`src/rtl/ifq_prefetch_if.sv`:
```
// ---------------------------------------------------------------------------
// ifq_prefetch_if
// Bundles the two handshakes of the instruction prefetch queue.
//   Memory side : mem_req/mem_addr (queue -> memory), mem_ack/mem_rdata back.
//   IF side     : if_valid/if_instr/if_pc (queue -> IF), if_ready back.
//   Redirect    : pc_src/pc_addr (pipeline -> queue).
// Modports:
//   master : the prefetch queue itself.
//   slave  : the surrounding memory / pipeline (or a testbench).
// ---------------------------------------------------------------------------
interface ifq_prefetch_if;
  logic        mem_req;
  logic [31:0] mem_addr;
  logic        mem_ack;
  logic [31:0] mem_rdata;
  logic        if_valid;
  logic [31:0] if_instr;
  logic [31:0] if_pc;
  logic        if_ready;
  logic        pc_src;
  logic [31:0] pc_addr;

  modport master (
    output mem_req, mem_addr, if_valid, if_instr, if_pc,
    input  mem_ack, mem_rdata, if_ready, pc_src, pc_addr
  );

  modport slave (
    input  mem_req, mem_addr, if_valid, if_instr, if_pc,
    output mem_ack, mem_rdata, if_ready, pc_src, pc_addr
  );
endinterface

```
`src/rtl/ifq_prefetch.sv`:
```
// ---------------------------------------------------------------------------
// ifq_prefetch
// Instruction prefetch queue in front of the IF stage. Fetches sequential
// words over a req/ack memory port, buffers up to DEPTH {pc, instr} entries
// and hands them to IF over valid/ready. A pc_src strobe flushes the queue
// and restarts fetching at the (word-aligned) branch target.
//
// Parameters:
//   DEPTH    : queue entries, power of two, 2..16.
//   RESET_PC : first fetch address after reset.
// Ports:
//   clk      : clock, rising edge.
//   rst_n    : asynchronous active-low reset.
//   bus      : ifq_prefetch_if.master (memory port, IF port, redirect).
//   q_count  : current occupancy, 0..DEPTH (diagnostic).
// Optional feature:
//   IFQ_BYPASS_EN : when defined, a word arriving into an empty queue is
//                   presented to IF combinationally in its ack cycle.
// ---------------------------------------------------------------------------
module ifq_prefetch #(
  parameter int          DEPTH    = 4,
  parameter logic [31:0] RESET_PC = 32'h0
) (
  input  logic                     clk,
  input  logic                     rst_n,
  ifq_prefetch_if.master           bus,
  output logic [$clog2(DEPTH):0]   q_count
);

  localparam int AW = $clog2(DEPTH);
  localparam int CW = AW + 1;
  localparam logic [CW-1:0] FULL_CNT = CW'(DEPTH);

  localparam logic [1:0] ST_RUN   = 2'd0;
  localparam logic [1:0] ST_FULL  = 2'd1;
  localparam logic [1:0] ST_REDIR = 2'd2;

  logic [31:0]   r_mem_pc    [DEPTH];
  logic [31:0]   r_mem_instr [DEPTH];
  logic [AW-1:0] r_rd_ptr;
  logic [AW-1:0] r_wr_ptr;
  logic [CW-1:0] r_count;
  logic [31:0]   r_fpc;
  logic [1:0]    r_state;
  logic [31:0]   r_hold_pc;
  logic [31:0]   r_hold_instr;

  logic          w_empty;
  logic          w_req;
  logic          w_xfer;
  logic          w_byp;
  logic          w_valid;
  logic          w_pop;
  logic          w_push;
  logic [31:0]   w_instr;
  logic [31:0]   w_pc;
  logic [CW-1:0] w_count_next;
  logic [1:0]    w_state_next;

  assign w_empty = (r_count == '0);

  // pc_src kills the request in its own cycle, so an ack there never counts.
  assign w_req  = !bus.pc_src && (r_state == ST_RUN) && (r_count != FULL_CNT);
  assign w_xfer = w_req && bus.mem_ack;

`ifdef IFQ_BYPASS_EN
  assign w_byp = w_empty && w_xfer;
`else
  assign w_byp = 1'b0;
`endif

  assign w_valid = !bus.pc_src && (!w_empty || w_byp);
  // Pop only removes a stored entry; a bypassed word never occupies a slot.
  assign w_pop   = w_valid && bus.if_ready && !w_empty;
  assign w_push  = w_xfer && !(w_byp && bus.if_ready);

  // Head selection: stored entry, else bypassed word, else last shown values.
  always_comb begin
    w_instr = r_hold_instr;
    w_pc    = r_hold_pc;
    if (!w_empty) begin
      w_instr = r_mem_instr[r_rd_ptr];
      w_pc    = r_mem_pc[r_rd_ptr];
    end else if (w_byp) begin
      w_instr = bus.mem_rdata;
      w_pc    = r_fpc;
    end
  end

  always_comb begin
    w_count_next = r_count;
    case ({w_push, w_pop})
      2'b10:   w_count_next = r_count + CW'(1);
      2'b01:   w_count_next = r_count - CW'(1);
      default: w_count_next = r_count;
    endcase
  end

  always_comb begin
    w_state_next = r_state;
    if (bus.pc_src) begin
      w_state_next = ST_REDIR;
    end else begin
      case (r_state)
        ST_RUN:   if (w_count_next == FULL_CNT) w_state_next = ST_FULL;
        ST_FULL:  if (w_pop) w_state_next = ST_RUN;
        ST_REDIR: w_state_next = ST_RUN;
        default:  w_state_next = ST_RUN;
      endcase
    end
  end

  always_ff @(posedge clk or negedge rst_n) begin
    if (!rst_n) begin
      r_rd_ptr     <= '0;
      r_wr_ptr     <= '0;
      r_count      <= '0;
      r_fpc        <= RESET_PC;
      r_state      <= ST_RUN;
      r_hold_pc    <= '0;
      r_hold_instr <= '0;
    end else begin
      r_state <= w_state_next;
      if (w_valid) begin
        r_hold_pc    <= w_pc;
        r_hold_instr <= w_instr;
      end
      if (bus.pc_src) begin
        // Flush: discard everything between rd and wr without touching storage.
        r_count  <= '0;
        r_rd_ptr <= r_wr_ptr;
        r_fpc    <= {bus.pc_addr[31:2], 2'b00};
      end else begin
        r_count <= w_count_next;
        if (w_pop)  r_rd_ptr <= r_rd_ptr + AW'(1);
        if (w_push) r_wr_ptr <= r_wr_ptr + AW'(1);
        if (w_xfer) r_fpc    <= r_fpc + 32'd4;
      end
    end
  end

  // Storage has no reset; rst_n gating keeps a transfer caught by reset from
  // landing in the array.
  always_ff @(posedge clk) begin
    if (rst_n && w_push) begin
      r_mem_pc[r_wr_ptr]    <= r_fpc;
      r_mem_instr[r_wr_ptr] <= bus.mem_rdata;
    end
  end

  assign bus.mem_req  = w_req;
  assign bus.mem_addr = r_fpc;
  assign bus.if_valid = w_valid;
  assign bus.if_instr = w_instr;
  assign bus.if_pc    = w_pc;
  assign q_count      = r_count;

endmodule

```
`src/flat_wrapper.sv`:
```
// flat-port wrapper written by rule: the top's interface ports become plain ports
module ifq_prefetch_flat 
#(
  parameter int          DEPTH    = 4,
  parameter logic [31:0] RESET_PC = 32'h0
)
  (clk, rst_n, q_count, bus_mem_req, bus_mem_addr, bus_if_valid, bus_if_instr, bus_if_pc, bus_mem_ack, bus_mem_rdata, bus_if_ready, bus_pc_src, bus_pc_addr);
  ifq_prefetch_if bus_i ();
  input  logic clk;
  input  logic rst_n;
  output logic [$clog2(DEPTH):0] q_count;
  output wire logic [$bits(bus_i.mem_req)-1:0] bus_mem_req;
  output wire logic [$bits(bus_i.mem_addr)-1:0] bus_mem_addr;
  output wire logic [$bits(bus_i.if_valid)-1:0] bus_if_valid;
  output wire logic [$bits(bus_i.if_instr)-1:0] bus_if_instr;
  output wire logic [$bits(bus_i.if_pc)-1:0] bus_if_pc;
  input wire logic [$bits(bus_i.mem_ack)-1:0] bus_mem_ack;
  input wire logic [$bits(bus_i.mem_rdata)-1:0] bus_mem_rdata;
  input wire logic [$bits(bus_i.if_ready)-1:0] bus_if_ready;
  input wire logic [$bits(bus_i.pc_src)-1:0] bus_pc_src;
  input wire logic [$bits(bus_i.pc_addr)-1:0] bus_pc_addr;
  assign bus_mem_req = bus_i.mem_req;
  assign bus_mem_addr = bus_i.mem_addr;
  assign bus_if_valid = bus_i.if_valid;
  assign bus_if_instr = bus_i.if_instr;
  assign bus_if_pc = bus_i.if_pc;
  assign bus_i.mem_ack = bus_mem_ack;
  assign bus_i.mem_rdata = bus_mem_rdata;
  assign bus_i.if_ready = bus_if_ready;
  assign bus_i.pc_src = bus_pc_src;
  assign bus_i.pc_addr = bus_pc_addr;
  ifq_prefetch #(.DEPTH(DEPTH), .RESET_PC(RESET_PC)) u_core (.clk(clk), .rst_n(rst_n), .bus(bus_i), .q_count(q_count));
endmodule
```
`config.mk`:
```
export PLATFORM = sky130hd
export DESIGN_NAME = ifq_prefetch_flat
export DESIGN_NICKNAME = d
export VERILOG_FILES = /design/src/rtl/ifq_prefetch_if.sv /design/src/rtl/ifq_prefetch.sv /design/src/flat_wrapper.sv
export SDC_FILE = /design/constraint.sdc
export NUM_CORES = 1
export LEC_CHECK = 0
export ABC_AREA = 0
export CAP_MARGIN = 30
export CORE_MARGIN = 3
export CORE_UTILIZATION = 60
export CTS_BUF_LIST = sky130_fd_sc_hd__clkbuf_4 sky130_fd_sc_hd__clkbuf_8 sky130_fd_sc_hd__clkbuf_16
export CTS_CLUSTER_DIAMETER = 120
export DETAILED_ROUTE_END_ITERATION = 6
export GPL_TIMING_DRIVEN = 1
export MAX_ROUTING_LAYER = met4
export PLACE_DENSITY = 0.88
export SYNTH_ARGS = -nofsm -noshare
export SYNTH_HDL_FRONTEND = slang
export SYNTH_SLANG_ARGS = --single-unit
```
`constraint.sdc`:
```
create_clock -name clk -period 5.45 [get_ports clk]
set_input_delay 1.09 -clock clk [delete_from_list [all_inputs] [get_ports clk]]
set_output_delay 1.09 -clock clk [all_outputs]
set_load 0.05 [all_outputs]
```
Word level (Yosys, flattened, before mapping) --
Memories as Yosys holds them, arrays and structs flattened. Index checks and enable logic that the tools add are counted.
Storage, ports and cells: register bits after elaboration 105, RAM bits 256, bits of input ports 69, output and inout port bits 101, word-level logic and storage cells 51, memories 2
Memory list:
- u_core.r_mem_instr | words 4, bits a word 32, read ports 1, clocked after Yosys merged registers in 0, wr ports 1, RTL line ifq_prefetch.sv:39 | logic [31:0] r_mem_instr [DEPTH];
- u_core.r_mem_pc | words 4, bits a word 32, read ports 1, clocked after Yosys merged registers in 0, wr ports 1, RTL line ifq_prefetch.sv:38 | logic [31:0] r_mem_pc [DEPTH];
Operators by class: $add $sub $neg 5, equal/unequal tests 7, mux-type cells 14, bitwise gates (word level) 1, reductions and logical operators 15
Operators with widths (number):
- two-way mux 32 bit | 4
- adder 32 x 3 -> 32 bit (second input constant) | 1
- two-way mux 2 bit | 5
- logical AND 1 bit | 7
- != test 3 bit (second input constant) | 2
- case mux 3 bit (2 select lines) | 1
- adder 2 x 1 -> 2 bit (second input constant) | 2
- equality test 2 x 1 -> 1 bit (second input constant) | 2
- case mux 2 bit (2 select lines) | 1
- AND reduction 2 bit | 2
- nonzero test 2 bit | 2
- adder 3 x 1 -> 3 bit (second input constant) | 1
- equality test 3 bit (second input constant) | 1
- zero test 3 bit | 1
- two-way mux 3 bit | 1
- != test 3 x 2 -> 1 bit (second input constant) | 1
- subtractor 3 x 1 -> 3 bit (second input constant) | 1
- equality test 2 bit (second input constant) | 1
- zero test 1 bit | 2
- zero test 2 bit | 1
- two-way mux 1 bit | 2
- inverter 1 bit | 1

Logic depth before layout (Yosys ltp) --
Gate-level depths: netlist of run 1.
depth in word-level cells 11, gate-level depth with buffers 13, gate-level depth less buffers 10

Least setup slack after synthesis of run 1 --
OpenSTA, ideal clock, no wires.
kind input port to flip-flop, start point input port bus_pc_src, end point memory u_core.r_mem_instr[2][0] (enable), setup time 0.427 ns, arrival 3.552 ns, data required time 5.023 ns, setup slack 1.471 ns, stages on the path 6, path buffers 3, cells stage by stage buf_6 -> nor4b_1 -> and2_1 -> buf_2 -> clkbuf_1 -> and3_1
On the way: cells in the longest elaborated chain, start to end 7
RTL lines:
- start: declaration | RTL line flat_wrapper.sv:20 | input wire logic [$bits(bus_i.pc_src)-1:0] bus_pc_src;
- zero test 1 bit | RTL line ifq_prefetch.sv:63 | assign w_req = !bus.pc_src && (r_state == ST_RUN) && (r_count != FULL_CNT);
- logical AND 1 bit (2 in series) | RTL line ifq_prefetch.sv:63
- logical AND 1 bit | RTL line ifq_prefetch.sv:64 | assign w_xfer = w_req && bus.mem_ack;
- logical AND 1 bit | RTL line ifq_prefetch.sv:145 | if (rst_n && w_push) begin
- two-way mux 1 bit | RTL line ifq_prefetch.sv:145
- two-way mux 1 bit (implied by the code) | RTL line ifq_prefetch.sv:147 | r_mem_instr[r_wr_ptr] <= bus.mem_rdata;
- end: declaration | RTL line ifq_prefetch.sv:39
No other way between the ends.

Final worst setup path of run 1 --
start point register u_core.r_rd_ptr[0], end point output port bus_if_pc[3]
On the way: cells in the longest elaborated chain, start to end 2
RTL lines:
- start: declaration | RTL line ifq_prefetch.sv:40 | logic [AW-1:0] r_rd_ptr;
- start signal: assignment | RTL line ifq_prefetch.sv:131 | r_rd_ptr <= r_wr_ptr;
- start signal: assignment | RTL line ifq_prefetch.sv:135 | if (w_pop) r_rd_ptr <= r_rd_ptr + AW'(1);
- memory read (4 x 32 bit)
- two-way mux 32 bit | RTL line ifq_prefetch.sv:81 | if (!w_empty) begin
- end: declaration | RTL line flat_wrapper.sv:16 | output wire logic [$bits(bus_i.if_pc)-1:0] bus_if_pc;
No other way between the ends.

==> flow_summary.yaml, run 1 <==
global_route:
  grt_pass1_vias: 9489
  grt_overflow: 0
  grt_pass1_wl_um: 52900
  antenna_found_initial: 0
  grt_max_degree: 66
  track_usage_pct: 27.2
cells_and_area:
  final_common_cell: "edfxtp_1"
  antenna-diode-count: 0
  multi_input_area_um2: 4280
  layout_common_cells: "edfxtp_1 (248), nand2_1 (229), clkdlybuf4s50_1 (163)"
  nets: 1197
  drive_gt1_share_pct: 19.3
  final_area_um2: 17800
  area_growth_pct: 22.5
  finalNonFillerCells: 1466
  seqCellArea_um2: 10000
  fillers: 1371
placement:
  hpwl_um: 19800
  dp_cells: 1400
  dpl_cell_area_um2: 16500
  port_buffers: 165
  place.gp.congestion: 0.855
synthesis:
  async_reset_ff_share_pct: 29.3
  avgSynthCellArea_um2: 15.2
  synth-main-ff-cell: "edfxtp_1"
  syn_inst: 954
  syn_area_um2: 14500
  synth.ff_latch_count: 351
  ys_seq_area_share_pct: 69.0
  yosysWarnings: 0
  synth-edff-count: 248
  synth_cell_types: 52
route:
  vias: 9135
  wl_per_cell_um: 23.2
  drc: 0
  drt_wl_total_um: 34000
  firstDrtPassIters: 6
  drt_iter0_drc: 889
  viasPerCell: 6.23
  postRouteAntennaNets: 0
critical_path:
  critPathLaunchType: "flop"
  cp.depth: 5
  cp-end-kind: "output pin"
  cp_slowest_cell: "dfrtp_4"
  path_class: "reg2out"
  regToRegEndpoint: "u_core.r_state[0]"
  crit_chain: "buf_12, mux4_2, nand2_1, nand2_1, clkdlybuf4s50_1"
  crit_required_ns: 4.36
  timing.critical_path.buf_inv: 2
  r2r-start: "u_core.q_count[1]"
  critPathMaxStageDelay_ns: 0.86
  rrSetupSlack_ns: 1.89
  cp_common_cell: "nand2_1"
  cp_max_fo: 34
  crit_arrival_ns: 3.32
  reg2reg_depth: 12
  critPathTopFamily: "buffers and inverters"
sta:
  finalCritPeriodShare_pct: 81.0
  setup_violations: 0
  min_period_ns: 4.41
  fin_skew_ns: 0.0204
  setup_tns_ns: 0
  slew_viol_final: 0
  hold_violations: 0
  slew_headroom_pct: 41.5
  worst_pin_slew_ns: 0.878
  rsz0062_at_grt: "false"
  max_freq_ghz: 0.227
pwr:
  ir_drop_uv: 292
  pwr_density_cell_nw_per_um2: 504
  seqPwrFrac_pct: 39.3
  sw_frac_of_total_pct: 34.6
  p_sw_uw: 3100
  p_leak_uw: 0.00651
  power.share.clock_pct: 27.3
  combPwrFrac_pct: 33.4
  p_int_uw: 5870
hold_path:
  min-delay-path-class: "in2async"
clock_tree:
  cts_resized: 0
  clk_path_buf_depth: 3
  cts_tree: "yes"
  ctsHoldBuffers: 0
  cts_made_buffers: 36
  cts_max_level: 2
  clk_latency_ns: 0.51
  clkSinkCount: 351
  post-cts-setup-buffers: 0
  cts.clk_slew.worst_paths_ns: 0.06
  cts_root_buf: "clkbuf_16"
status:
  status: "complete, no violations"
floorplanning:
  rows: 56
  ioPinCount: 170
  die_w_um: 162
  die_area_um2: 26100
  initial_core_util_pct: 61.5
  die_h_um: 162
  fp.coreArea_um2: 23600
run:
  maxCapViolCount: 0
==> synth_stat cells (4+ instances only) <==
library cell	number	area share, %
edfxtp_1	248	51
nand2_1	229	5.9
dfrtp_1	103	18
mux2_2	62	4.8
mux4_2	62	9.6
clkbuf_1	29	0.75
nand3_1	24	0.83
o21ai_0	24	0.83
nor2_1	21	0.54
buf_2	16	0.55
nand4_1	14	0.60
and2_1	8	0.34
and3_1	8	0.34
o211ai_1	7	0.36
a21oi_1	6	0.21
ha_1	6	0.52
nor2b_1	6	0.26
buf_1	5	0.13
inv_1	5	0.13
nor3_1	5	0.17
mux2i_1	4	0.28
nor4_1	4	0.17
nor4_2	4	0.34
o311ai_0	4	0.24
o31a_1	4	0.24
or3_1	4	0.17
xor2_1	4	0.24
==> metal layers <==
| layer | global-route usage (%) | vias to the layer above | part of all wire [%] |
|---|---|---|---|
| met5 | - | - | 0 |
| met4 | 10.4 | 0 | 3.1 |
| met3 | 3.46 | 89 | 7.2 |
| met2 | 44.5 | 526 | 51 |
| met1 | 35.7 | 4616 | 39 |
| li1 | - | 3904 | - |
==> registers in the layout (all words and copies together) (netlist names) <==
name                 cells
u_core.r_wr_ptr          2
u_core.r_mem_pc        120
u_core.r_hold_instr     32
u_core.r_state           2
u_core.r_rd_ptr          2
u_core.q_count           3
u_core.r_hold_pc        32
u_core.r_mem_instr     128
u_core.bus.mem_addr     30
==> worst max path at each step <==
stage / startpoint / to / slack [ns]
after global routing: u_core.r_rd_ptr[0] / bus_if_pc[3] / 0.89
after CTS: u_core.r_rd_ptr[0] / bus_if_pc[3] / 0.99
after global placement: bus_mem_ack / u_core.r_state[0] / 1.49
after floorplan: bus_pc_src / u_core.r_mem_instr[2][0] / 1.47
after detailed placement: bus_mem_ack / u_core.r_state[0] / 1.34
final: u_core.r_rd_ptr[0] / bus_if_pc[3] / 1.04
==> logic make-up (layout without fill, tap and decap cells) <==
group	after synthesis	after routing	synth area share, %
buf+inv	59	251	1.77
mux	128	128	14.7
fa+ha+maj	7	7	0.655
flops	351	351	69.0
xor+xnor	7	7	0.422
compound gates	61	61	2.76
simple gates	340	340	10.6
other cells	1	2	0.0258
==> area by class of cell <==
type	instances	area share [%]
Sequential cell	351	56.4
Multi-Input combinational cell	545	24.0
Timing Repair Buffer	181	10.5
Clock buffer	49	5.85
Tap cell	319	2.24
Clock inverter	15	0.865
Inverter	6	0.127
==> power groups by stage <==
stage	clock, uW	combinational [uW]	sequential (uW)
final	2450	3000	3520
after floorplan	0	2060	3480
after global placement	0	2900	3530
after CTS	2480	3020	3520
after detailed placement	0	2980	3560
after global routing	2600	3160	3570
==> through the flow <==
step / hold WS (ns) / util [%] / worst slack [ns] / total power (uW)
after floorplan: 0.429 / - / 1.47 / 5540
after global placement: 0.442 / 69.8 / 1.49 / 6430
after detailed placement: 0.458 / 70.1 / 1.34 / 6550
after CTS: 0.399 / 75.1 / 0.986 / 9020
after global routing: 0.396 / 75.3 / 0.886 / 9330
final: 0.410 / 75.3 / 1.04 / 8970
No activity file was read; power rests on OpenSTA's default activity.
==> run 2: changes to the inputs <==
Settings changed: CORE_UTILIZATION 60 to 51, PLACE_DENSITY 0.88 to 0.8.
Clock period 5.45 ns to 4 ns, I/O delays scaled along.
==> flow_summary.yaml, run 2 (synthesized netlist as in run 1, its figures left out) <==
status:
  status: "complete, no violations"
global_route:
  track_usage_pct: 22.6
  grt_pass1_wl_um: 52500
  grt_pass1_vias: 9353
  grt_max_degree: 66
  antenna_found_initial: 0
  grt_overflow: 0
cells_and_area:
  largest_reg_flops: 128
  seqCellArea_um2: 10000
  layout_common_cells: "edfxtp_1 (248), nand2_1 (229), clkdlybuf4s50_1 (162)"
  drive_gt1_share_pct: 19.7
  nets: 1201
  fillers: 1907
  final_common_cell: "edfxtp_1"
  antenna-diode-count: 0
  area_growth_pct: 24.4
  regMostFlops: "u_core.r_mem_instr"
  largestRegisters: "u_core.r_mem_instr (128), u_core.r_mem_pc (120)"
  multi_input_area_um2: 4280
clock_tree:
  ctsHoldBuffers: 0
  clkSinkCount: 351
  clk_path_buf_depth: 3
  post-cts-setup-buffers: 0
  cts_max_level: 2
  cts_tree: "yes"
  cts_root_buf: "clkbuf_16"
  cts.clk_slew.worst_paths_ns: 0.06
  clk_latency_ns: 0.52
  cts_made_buffers: 37
critical_path:
  cp_max_fo: 26
  crit_arrival_ns: 2.94
  cp_common_cell: "nand2_1"
  r2r-start: "u_core.q_count[1]"
  crit_chain: "buf_12, mux4_2, nand2_1, nand2_1, clkdlybuf4s50_1"
  critPathLaunchType: "flop"
  critPathMaxStageDelay_ns: 0.70
  rrSetupSlack_ns: 1.22
  path_class: "reg2out"
  cp-end-kind: "output pin"
  cp_slowest_cell: "clkdlybuf4s50_1"
  crit_required_ns: 3.20
  regToRegEndpoint: "u_core.r_state[0]"
  reg2reg_depth: 11
  startpoint: "u_core.r_rd_ptr[0]"
floorplanning:
  fp.coreArea_um2: 27900
  die_w_um: 175
  rows: 61
  die_area_um2: 30500
  initial_core_util_pct: 52.0
  die_h_um: 175
  ioPinCount: 170
hold_path:
  min-delay-path-class: "in2async"
route:
  drc: 0
  firstDrtPassIters: 5
  viasPerCell: 5.75
  postRouteAntennaNets: 0
  drt_iter0_drc: 865
  drt_wl_total_um: 32900
  vias: 8810
  wl_per_cell_um: 21.5
placement:
  port_buffers: 165
  place.gp.congestion: 0.854
  hpwl_um: 19500
pwr:
  ir_drop_uv: 318
  pwr_density_cell_nw_per_um2: 695
  p_leak_uw: 0.00659
  power_uw: 12500
sta:
  slew_headroom_pct: 54.7
  setup_tns_ns: 0
  worst_pin_slew_ns: 0.673
  max_freq_ghz: 0.267
  min_period_ns: 3.74
  slew_viol_final: 0
  fin_skew_ns: 0.0167
  setup_violations: 0
  finalCritPeriodShare_pct: 93.5
  hold_violations: 0
  rsz0062_at_grt: "false"
run:
  maxCapViolCount: 0
-- run 2: timing repair --
| item | in CTS | in global routing |
|---|---|---|
| gates resized for setup | 0 | 1 |
| hold endpoints to repair | 0 | 0 |
| setup endpoints to repair | 0 | 8 |
-- run 2: worst max path at each step --
stage                                    end  slack (ns)
global placement               bus_if_pc[17]        0.64
floorplan           u_core.r_mem_instr[2][0]        0.31
finish                      bus_if_instr[17]        0.26
detailed placement              bus_if_pc[2]        0.61
global route                bus_if_instr[12]        0.11
CTS                             bus_if_pc[2]        0.06
-- run 2: power by group --
| part | total [uW] | internal [uW] | leakage (uW) | switching [uW] |
|---|---|---|---|---|
| Combinational | 4140 | 1630 | 0.00245 | 2510 |
| Clock | 3670 | 2280 | 0.000662 | 1390 |
| Sequential | 4730 | 4370 | 0.00349 | 363 |
-- run 2: worst max-delay path, delay by kind of cell (launching register included) --
family                 cells  cell delay [ns]
buffers and inverters      2             1.00
muxes                      1             0.55
and+or+nand+nor            2             0.17
DFF                        1             0.66
-- run 2: through the flow --
stage | hold WS [ns] | utilization [%] | cells | instance area [um^2] | setup slack (ns)
floorplan | 0.429 | - | 955 | 14500 | 0.311
global placement | 0.437 | 59.7 | 1463 | 16700 | 0.637
detailed placement | 0.447 | 59.8 | 1464 | 16700 | 0.615
CTS | 0.242 | 64.6 | 1532 | 18100 | 0.0582
global route | 0.258 | 64.6 | 1532 | 18100 | 0.106
finish | 0.247 | 64.6 | 1532 | 18100 | 0.260
-- run 2: layout make-up --
cell class                      instances  area share, %
Tap cell                              378           2.62
Clock buffer                           48           5.69
Inverter                                6          0.125
Clock inverter                         20           1.70
Sequential cell                       351           55.6
Timing Repair Buffer                  184           10.6
Multi-Input combinational cell        545           23.7
-- run 2: layer usage --
layer / up-vias / routed length [um] / GRT usage, % / part of all wire (%)
li1: 3919 / - / - / -
met1: 4504 / 13300 / 29.7 / 40
met2: 320 / 16600 / 36.6 / 51
met3: 67 / 1920 / 3.63 / 5.9
met4: 0 / 1030 / 7.65 / 3.1
met5: - / 0 / - / 0
==> run 3: changes to the inputs <==
Settings changed: REMOVE_ABC_BUFFERS from default to 1.
==> flow_summary.yaml, run 3 (synthesized netlist as in run 1, its figures left out) <==
status:
  status: "complete, no violations"
sta:
  setup_tns_ns: 0
  finalCritPeriodShare_pct: 94.1
  worst_pin_slew_ns: 0.836
  slew_viol_final: 0
  setup_violations: 0
  min_period_ns: 3.77
  slew_headroom_pct: 44.3
  hold_slack_ns: 0.208
  rsz0062_at_grt: "false"
  fin_skew_ns: 0.0222
  max_freq_ghz: 0.266
  hold_violations: 0
floorplanning:
  ioPinCount: 170
  rows: 61
  die_area_um2: 30500
  initial_core_util_pct: 52.0
  die_h_um: 175
  die_w_um: 175
  fp.coreArea_um2: 27900
clock_tree:
  clkSinkCount: 351
  cts_max_level: 2
  cts_root_buf: "clkbuf_16"
  cts_tree: "yes"
  cts_made_buffers: 36
  post-cts-setup-buffers: 0
  ctsHoldBuffers: 0
  clk_latency_ns: 0.50
  clk_path_buf_depth: 3
  cts.clk_slew.worst_paths_ns: 0.06
  cts_resized: 0
critical_path:
  path_class: "reg2out"
  cp_slowest_cell: "clkdlybuf4s50_1"
  cp_common_cell: "nand2_1"
  critPathLaunchType: "flop"
  cp-end-kind: "output pin"
  crit_required_ns: 3.20
  crit_chain: "or3_2, buf_4, nand2_1, nand2_1, clkdlybuf4s50_1"
  reg2reg_depth: 11
  critPathMaxStageDelay_ns: 0.82
  cp_max_fo: 64
  crit_arrival_ns: 2.97
pwr:
  p_leak_uw: 0.00657
  ir_drop_uv: 332
  pwr_density_cell_nw_per_um2: 683
route:
  wl_per_cell_um: 20.9
  drt_wl_total_um: 32000
  wl_met1_um: 13800
  wl_met2_um: 15800
  drc: 0
  postRouteAntennaNets: 0
  viasPerCell: 5.66
  dr_wl_met3_um: 1810
  drt_iter0_drc: 663
  firstDrtPassIters: 5
  routed.top_layer: "met4"
  vias: 8672
global_route:
  antenna_found_initial: 0
  grt_max_degree: 66
  grt_overflow: 0
  grt_pass1_vias: 8837
  grt_pass1_wl_um: 50200
  track_usage_pct: 21.8
cells_and_area:
  antenna-diode-count: 0
  area_growth_pct: 23.9
  largest_reg_flops: 128
  drive_gt1_share_pct: 19.8
  largestRegisters: "u_core.r_mem_instr (128), u_core.r_mem_pc (120)"
  final_common_cell: "edfxtp_1"
  regMostFlops: "u_core.r_mem_instr"
  fillers: 1979
  nets: 1205
  layout_common_cells: "edfxtp_1 (248), nand2_1 (229), clkdlybuf4s50_1 (162)"
run:
  maxCapViolCount: 0
hold_path:
  min-delay-path-class: "in2async"
placement:
  port_buffers: 165
  hpwl_um: 19100
  place.gp.congestion: 0.822
-- run 3: cell count changes in the layout (fill, tap and decap cells not counted), sizes merged --
cell,delta
buf,+5
bufinv,-2
clkbuf,+1
clkinv,-3
clkinvlp,+1
inv,-1
-- run 3: report_power, final --
part	switching, uW	leakage (uW)	internal, uW
clock network	1300	0.000616	2130
logic	2410	0.00247	1640
registers	429	0.00349	4370
-- run 3: worst paths after layout --
check | slack (ns) | end | start
setup / recovery | 0.23 | bus_if_pc[28] | u_core.q_count[0]
hold reg to reg | 0.48 | u_core.r_state[0] | u_core.r_state[1]
min in group clk | 0.48 | u_core.r_state[0] | u_core.r_state[1]
max in group asynchronous | 2.56 | u_core.r_rd_ptr[0] | rst_n
setup reg to reg | 1.19 | u_core.r_state[0] | u_core.q_count[1]
hold / removal | 0.21 | u_core.r_wr_ptr[0] | rst_n
-- run 3: cell type report --
type	count	area [um^2]	area share, %
clock buffers	49	1030	5.75
repair buffers	189	1950	10.8
clock inverters	15	198	1.10
flip-flops and latches	351	10000	55.8
multi-input cells	545	4280	23.8
well taps	378	473	2.63
inverters	6	22.5	0.125
-- run 3: stage by stage --
| stage | util, % | worst slack (ns) | power (uW) | instances | cell area (um^2) |
|---|---|---|---|---|---|
| detailed placement | 60.0 | 0.724 | 8940 | 1469 | 16700 |
| finish | 64.4 | 0.234 | 12300 | 1533 | 18000 |
| global route | 64.4 | 0.0555 | 12800 | 1533 | 18000 |
| CTS | 64.4 | 0.175 | 12400 | 1533 | 18000 |
| floorplan | - | -5.76 | 7570 | 902 | 14300 |
| global placement | 59.9 | 0.727 | 8840 | 1468 | 16700 |
-- run 3: per-layer routing --
layer,vias up,GRT usage (%)
li1,3933,-
met1,4383,30.1
met2,305,35.1
met3,51,3.54
met4,0,4.69
met5,-,-
-- run 3: critical path, delay by kind of cell, from the launching register on --
kind	cells	cell delay (ns)
buffers and inverters	2	1.45
DFF	1	0.54
and+or+nand+nor	3	0.43
